[src/rtl/ariscv_ctrl_pkg.sv]
// ariscv_ctrl_pkg: shared constants, types and ring index helper for the ring controller.
package ariscv_ctrl_pkg;

    localparam int DLY_W_DEF = 4;

    typedef logic [DLY_W_DEF-1:0] dly_t;

    function automatic int next_idx(input int i, input int n);
        return (i + 1) % n;
    endfunction

endpackage

[src/rtl/ariscv_ring_link.sv]
// ariscv_ring_link: delay counter for one stage-to-stage link; fires once the link has waited dly cycles.
module ariscv_ring_link
    import ariscv_ctrl_pkg::*;
#(
    parameter int DLY_W = DLY_W_DEF
) (
    input  logic             clk,
    input  logic             rst_n,
    input  logic             src_full,
    input  logic             dst_full,
    input  logic             en,
    input  logic [DLY_W-1:0] dly,
    output logic             fire
);

    logic [DLY_W-1:0] cnt;
    logic             elig;

    assign elig = src_full & ~dst_full & en;
    // >= lets a lowered delay fire at once; cnt can only reach dly, so it never wraps
    assign fire = elig && (cnt >= dly);

    always_ff @(posedge clk or negedge rst_n) begin
        if (!rst_n) cnt <= '0;
        else        cnt <= (elig && !fire) ? cnt + 1'b1 : '0;
    end

endmodule

[src/rtl/ariscv_ring.sv]
// ariscv_ring_ctrl: N-stage clocked emulation of a WCHB handshake ring with per-link delays,
// token-arrival pulses and deadlock detection.
module ariscv_ring_ctrl
    import ariscv_ctrl_pkg::*;
#(
    parameter int                  N_STAGES    = 6,
    parameter int                  DLY_W       = DLY_W_DEF,
    parameter logic [N_STAGES-1:0] INIT_TOKENS = 6'b010101
) (
    input  logic                      clk,
    input  logic                      rst_async_n,
    input  logic                      i_en,
    input  logic [N_STAGES*DLY_W-1:0] i_dly,
    output logic [N_STAGES-1:0]       o_aclk,
    output logic [N_STAGES-1:0]       o_full,
    output logic                      o_deadlock
);

    logic [N_STAGES-1:0] fire;
    logic [N_STAGES-1:0] arrive;
    logic [N_STAGES-1:0] can_move;

    for (genvar g = 0; g < N_STAGES; g++) begin : g_link
        ariscv_ring_link #(.DLY_W(DLY_W)) u_link (
            .clk     (clk),
            .rst_n   (rst_async_n),
            .src_full(o_full[g]),
            .dst_full(o_full[next_idx(g, N_STAGES)]),
            .en      (i_en),
            .dly     (i_dly[g*DLY_W +: DLY_W]),
            .fire    (fire[g])
        );
        assign arrive[next_idx(g, N_STAGES)] = fire[g];
        // eligibility ignoring the run enable, so a paused ring is not reported as deadlocked
        assign can_move[g] = o_full[g] & ~o_full[next_idx(g, N_STAGES)];
    end

    always_ff @(posedge clk or negedge rst_async_n) begin
        if (!rst_async_n) begin
            o_full     <= INIT_TOKENS;
            o_aclk     <= '0;
            o_deadlock <= 1'b0;
        end else begin
            o_full     <= (o_full & ~fire) | arrive;
            o_aclk     <= arrive;
            o_deadlock <= ~|can_move;
        end
    end

endmodule
[config.mk]
export PLATFORM = sky130hd
export DESIGN_NAME = ariscv_ring_ctrl
export DESIGN_NICKNAME = d
export VERILOG_FILES = /design/src/rtl/ariscv_ctrl_pkg.sv /design/src/rtl/ariscv_ring_link.sv /design/src/rtl/ariscv_ring.sv
export SDC_FILE = /design/constraint.sdc
export NUM_CORES = 1
export LEC_CHECK = 0
export CAP_MARGIN = 20
export CORE_UTILIZATION = 40
export CTS_CLUSTER_DIAMETER = 40
export DETAILED_ROUTE_END_ITERATION = 12
export HOLD_SLACK_MARGIN = 0.08
export PLACE_DENSITY = 0.63
export SLEW_MARGIN = 30
export SYNTH_ARGS = -nofsm -noshare
export SYNTH_HDL_FRONTEND = slang
export SYNTH_SLANG_ARGS = --single-unit
export TNS_END_PERCENT = 20
[constraint.sdc]
create_clock -name clk -period 2.1 [get_ports clk]
set_input_delay 0.42 -clock clk [delete_from_list [all_inputs] [get_ports clk]]
set_output_delay 0.42 -clock clk [all_outputs]
set_load 0.005 [all_outputs]
==> out/results.ini, run 1 <==
[pwr]
peakVddDrop_v=0.000205
power.leakage_nw=1.32
power_density_nw_per_um2=478

[setup_path]
worstPathRequired_ns=1.68
critPathSlowestCell=dfstp_2
worst-path-max-fanout=8
r2r_start=g_link[4].u_link.cnt[0]$_DFF_PN0_
critical_path_buf_inv_count=1
worstRegToRegCells=6
reg2reg_to=o_full[5]$_DFF_PN0_
critPathLaunchType=register
cp.depth=1
path_class=register to output port
crit_arrival_ns=1.44
ff2ff_setup_slack_ns=0.42
path_cells=clkdlybuf4s50_1
cpPeakStageDelay_ns=0.62
path_delay_family=flip-flops
cp-end-kind=output port

[yosys]
syn_nets=279
synthArstFlopShare=1.00
syn_inst=222
synth_cell_types=33
yosys_warnings=0
synth_commonest_cells=dfrtp_1, ha_1, inv_1, nand2_1, and2_1
synthTopCellsByArea=dfrtp_1, ha_1, and2_1
synth_ff_type=dfrtp_1
synth_top_cell_area_share=0.384
ys_seq_area_frac=0.420
synthesis.area_um2=2210
synth-seq-cells=37
synth_edf_count=0
synth_most_common_cell=dfrtp_1
yosysTopAreaCell=dfrtp_1
synth_area_per_cell_um2=9.97

[detailed_routing]
wire_per_inst_um=11.0
drt_iter0_drc=35
dr.pass1.iters=4
drt_wl_total_um=3690
viasPerCell=4.70
drc=0
vias=1574
ant_nets=0

[clock_tree]
cts_setup_buffers=0
clk_latency_ns=0.29
clk_path_buf_depth=2
ctsHoldBuffers=0
ctsResizeCount=0
numCtsBuffers=5
htree_levels=2
clock_sinks=37
clockRootBuffer=clkbuf_8
path_clk_slew_ns=0.07
cts_tree=built

[worst_hold_path]
min_path_type=primary input to async pin

[layout]
nets=321
multi_input_area_um2=1140
fill_cells=501
area_growth_pct=23.6
drive_gt1_frac=0.0906
stdcell_count=335
seq_area_um2=930
num_antenna_cells=0
final_core_util=0.526

[global_routing]
grt_max_degree=38
grt_pass1_vias=1480
antenna_found_initial=0
grt_overflow=0
grt_pass1_wl_um=6390
grt_usage=0.139

[timing]
skew_ns=0.00649
rsz0062_at_grt=false
hold_viol=0
slew_violations=0
worst_slew_pin_slew_ns=0.465
fin_crit_sh=0.884
setup_viol=0
maxSlewHeadroom=0.690
timing.hold.ws_ns=0.161
clock.fmax_mhz=538
fin_crit_ns=1.86

[die]
fp.dieH_um=76.4
boundaryPins=40
die-area_um2=5830
placementRows=26
coreArea_um2=5200
start_util=0.425
die_w_um=76.4

[flow_run]
maxCapViolCount=0

[place]
dp_hpwl_um=2830
place_inst=327
io_buffer_count=39
gp_congestion=0.753

[outcome]
status=finished, final reports clean

[cell usage in the layout (no fill, tap or decap), types with 2 or more instances in the layout]
master / Yosys / routed
nor2b_1: 5 / 5
clkbuf_8: 0 / 5
dfrtp_1: 34 / 34
a211oi_2: 4 / 4
o21ai_2: 2 / 2
buf_4: 6 / 2
nor2_1: 15 / 15
and2_1: 16 / 16
and3_1: 4 / 4
nand4_1: 2 / 2
dfstp_2: 3 / 3
and2b_1: 3 / 3
o21ai_0: 5 / 5
xnor2_1: 6 / 6
clkdlybuf4s50_1: 0 / 38
inv_1: 26 / 26
xor2_1: 6 / 6
ha_1: 30 / 30
nand3_1: 7 / 7
o22ai_1: 4 / 4
clkbuf_1: 0 / 3
a21oi_1: 10 / 10
nand2_1: 21 / 21
[registers in the layout, indices dropped and copies added (netlist names)]
register	cells
o_full	6
o_aclk	6
g_link.u_link.cnt	24
o_deadlock	1
[where the power goes]
| group | switching (W) | internal (W) | total (W) |
|---|---|---|---|
| registers | 0 | 0.000713 | 0.000713 |
| clock network | 0.000233 | 0.000236 | 0.000469 |
| logic | 0.0000560 | 0.0000708 | 0.000127 |
[metal layers]
metal	share of wire	wire length, um	track usage	vias to the layer above
li1	-	-	-	815
met1	0.50	1840	0.179	723
met2	0.44	1620	0.215	32
met3	0.049	179	0.0419	4
met4	0.014	50	0.0577	0
met5	0	0	0	-
[how the worst max path moves through the flow]
| stage | startpoint | to | slack (ns) |
|---|---|---|---|
| floorplan | i_dly[16] | o_full[5]$_DFF_PN0_ | 0.49 |
| global placement | i_dly[14] | g_link[3].u_link.cnt[1]$_DFF_PN0_ | -0.001 |
| detailed placement | i_dly[16] | o_full[5]$_DFF_PN0_ | -0.03 |
| CTS | o_full[4]$_DFF_PN1_ | o_full[4] | 0.23 |
| global route | i_dly[10] | g_link[2].u_link.cnt[3]$_DFF_PN0_ | 0.16 |
| finish | o_full[4]$_DFF_PN1_ | o_full[4] | 0.24 |
[layout make-up]
class	instances	area share
Clock buffer	8	0.0293
Inverter	26	0.0357
Multi-Input combinational cell	153	0.417
Sequential cell	37	0.340
Tap cell	70	0.0320
Timing Repair Buffer	41	0.146
[worst register-to-register path, stage by stage, from the launching register on]
cell       delay (ns)
dfrtp_1          0.39
inv_1            0.06
ha_1             0.26
nand2b_4         0.15
a2111oi_4        0.41
nor4_2           0.12
a31o_1           0.20
[metrics by stage]
| step | cell area, um^2 | total power [W] | setup TNS, ns | setup slack (ns) |
|---|---|---|---|---|
| floorplan | 2210 | 0.000780 | 0 | 0.490 |
| global placement | 2660 | 0.000853 | -0.00235 | -0.00132 |
| detailed placement | 2660 | 0.000855 | -0.0824 | -0.0263 |
| CTS | 2740 | 0.00132 | 0 | 0.234 |
| global route | 2740 | 0.00137 | 0 | 0.158 |
| finish | 2740 | 0.00131 | 0 | 0.243 |
[cells by family after synthesis]
group	synth area share
AOI/OAI and AO/OA	0.107
buffers and inverters	0.0644
adders and majority gates	0.170
xor gates and xnor gates	0.0475
DFF	0.420
and+or+nand+nor	0.191
Power figures use the tool's default switching activity.
==> run 2, diff against run 1 <==
--- a/config.mk
+++ b/config.mk
@@ -6,11 +6,13 @@
 export NUM_CORES = 1
 export LEC_CHECK = 0
 export CAP_MARGIN = 20
-export CORE_UTILIZATION = 40
+export CELL_PAD_IN_SITES_DETAIL_PLACEMENT = 1
+export CELL_PAD_IN_SITES_GLOBAL_PLACEMENT = 2
+export CORE_UTILIZATION = 33
 export CTS_CLUSTER_DIAMETER = 40
 export DETAILED_ROUTE_END_ITERATION = 12
 export HOLD_SLACK_MARGIN = 0.08
-export PLACE_DENSITY = 0.63
+export PLACE_DENSITY = 0.79
 export SLEW_MARGIN = 30
 export SYNTH_ARGS = -nofsm -noshare
 export SYNTH_HDL_FRONTEND = slang
==> out/results.ini, run 2 (synthesis results as in run 1) <==
[setup_path]
cpPeakStageDelay_ns=0.62
path_cells=clkdlybuf4s50_1
cp-end-kind=output port
worst-path-max-fanout=8
path_delay_family=flip-flops
critical_path_buf_inv_count=1
critPathSlowestCell=dfstp_2
worstRegToRegCells=6
critPathLaunchType=register
worstPathRequired_ns=1.68
path_class=register to output port
crit_arrival_ns=1.42
reg2reg_to=o_full[5]$_DFF_PN0_
ff2ff_setup_slack_ns=0.38
r2r_start=g_link[4].u_link.cnt[0]$_DFF_PN0_

[clock_tree]
ctsHoldBuffers=0
cts_tree=built
numCtsBuffers=5
clk_path_buf_depth=2
ctsResizeCount=0
cts_setup_buffers=0
clockRootBuffer=clkbuf_8
path_clk_slew_ns=0.07
clock_sinks=37
clk_latency_ns=0.28
htree_levels=2

[place]
gp_congestion=0.690
io_buffer_count=39
dp_hpwl_um=3390
place_inst=334

[detailed_routing]
drt_wl_total_um=4320
wire_per_inst_um=12.7
dr.pass1.iters=8
ant_nets=0
drc=4
vias=1631
drt_iter0_drc=39
viasPerCell=4.78

[global_routing]
antenna_found_initial=0
grt_pass1_wl_um=7510
grt_overflow=0
grt_pass1_vias=1664
grt_max_degree=38
grt_usage=0.133

[layout]
num_antenna_cells=0
largest-register=g_link.u_link.cnt
final_core_util=0.428
stdcell_count=341
largest_reg_flops=24
layout_common_cells=clkdlybuf4s50_1, dfrtp_1, ha_1
fill_cells=730
nets=321
final_common_cell=clkdlybuf4s50_1
drive_gt1_frac=0.0947
area_growth_pct=24.3
top_regs=g_link.u_link.cnt (24), o_aclk (6), o_full (6)

[die]
boundaryPins=40
die_w_um=83.9
fp.dieH_um=83.9
start_util=0.345
coreArea_um2=6420
die-area_um2=7040
placementRows=29

[worst_hold_path]
min_path_type=primary input to async pin

[timing]
setup_viol=0
maxSlewHeadroom=0.675
hold_viol=0
fin_crit_ns=1.84
fin_crit_sh=0.878
slew_violations=0
rsz0062_at_grt=false
clock.fmax_mhz=542
worst_slew_pin_slew_ns=0.487
skew_ns=0.00476

[pwr]
total_power_w=0.00135
peakVddDrop_v=0.000285
power_density_nw_per_um2=492
power.leakage_nw=1.33

[outcome]
status=finished with violations
violations=design-rule violations

[flow_run]
maxCapViolCount=0

[run 2: cell types whose count changed in the layout (fill, tap and decap cells not counted)]
cell and change:
clkbuf_1 -2, clkbuf_8 +1
[run 2: how the worst max path moves through the flow]
| stage | from | slack (ns) | depth (start not counted) | end |
|---|---|---|---|---|
| after global routing | i_dly[14] | 0.16 | 7 | g_link[3].u_link.cnt[2]$_DFF_PN0_ |
| final | o_full[4]$_DFF_PN1_ | 0.26 | 1 | o_full[4] |
| after global placement | i_dly[14] | -0.02 | 7 | g_link[3].u_link.cnt[3]$_DFF_PN0_ |
| after floorplan | i_dly[16] | 0.49 | 5 | o_full[5]$_DFF_PN0_ |
| after CTS | o_full[4]$_DFF_PN1_ | 0.23 | 1 | o_full[4] |
| after detailed placement | i_dly[14] | -0.05 | 7 | g_link[3].u_link.cnt[2]$_DFF_PN0_ |
[run 2: routing by layer]
layer | vias up | global-route usage | wire, um
met2 | 25 | 0.229 | 2140
met3 | 4 | 0.0307 | 130
met1 | 784 | 0.168 | 2010
met4 | 0 | 0.0376 | 31
li1 | 818 | - | -
met5 | - | 0 | 0
[run 2: cell type report]
class	count	area, um^2	share of cell area
timing repair buffer	41	400	0.146
inverter	26	97.6	0.0355
tap	77	96.3	0.0350
clock buffer	7	86.3	0.0314
sequential	37	930	0.338
multi-input combinational	153	1140	0.415
[run 2: through the flow]
stage | cell area (um^2) | setup WS [ns] | hold slack, ns | TNS (ns)
2_1_floorplan | 2210 | 0.490 | 0.124 | 0
3_3_place_gp | 2670 | -0.0244 | 0.494 | -0.0648
3_5_place_dp | 2670 | -0.0463 | 0.510 | -0.223
4_1_cts | 2750 | 0.234 | 0.196 | 0
5_1_grt | 2750 | 0.162 | 0.224 | 0
6_report | 2750 | 0.256 | 0.181 | 0
[run 2: worst register-to-register path, cell delays in order (launching register included)]
cell and delay [ns]:
dfrtp_1 0.40, inv_1 0.06, ha_1 0.26, nand2b_4 0.15, a2111oi_4 0.42, nor4_2 0.13, a31o_1 0.20
[run 2: power by group]
part	switching [W]	total [W]	internal (W)	leakage (nW)
clock network	0.000251	0.000512	0.000261	0.0443
registers	0	0.000712	0.000712	0.501
logic	0.0000576	0.000129	0.0000711	0.783
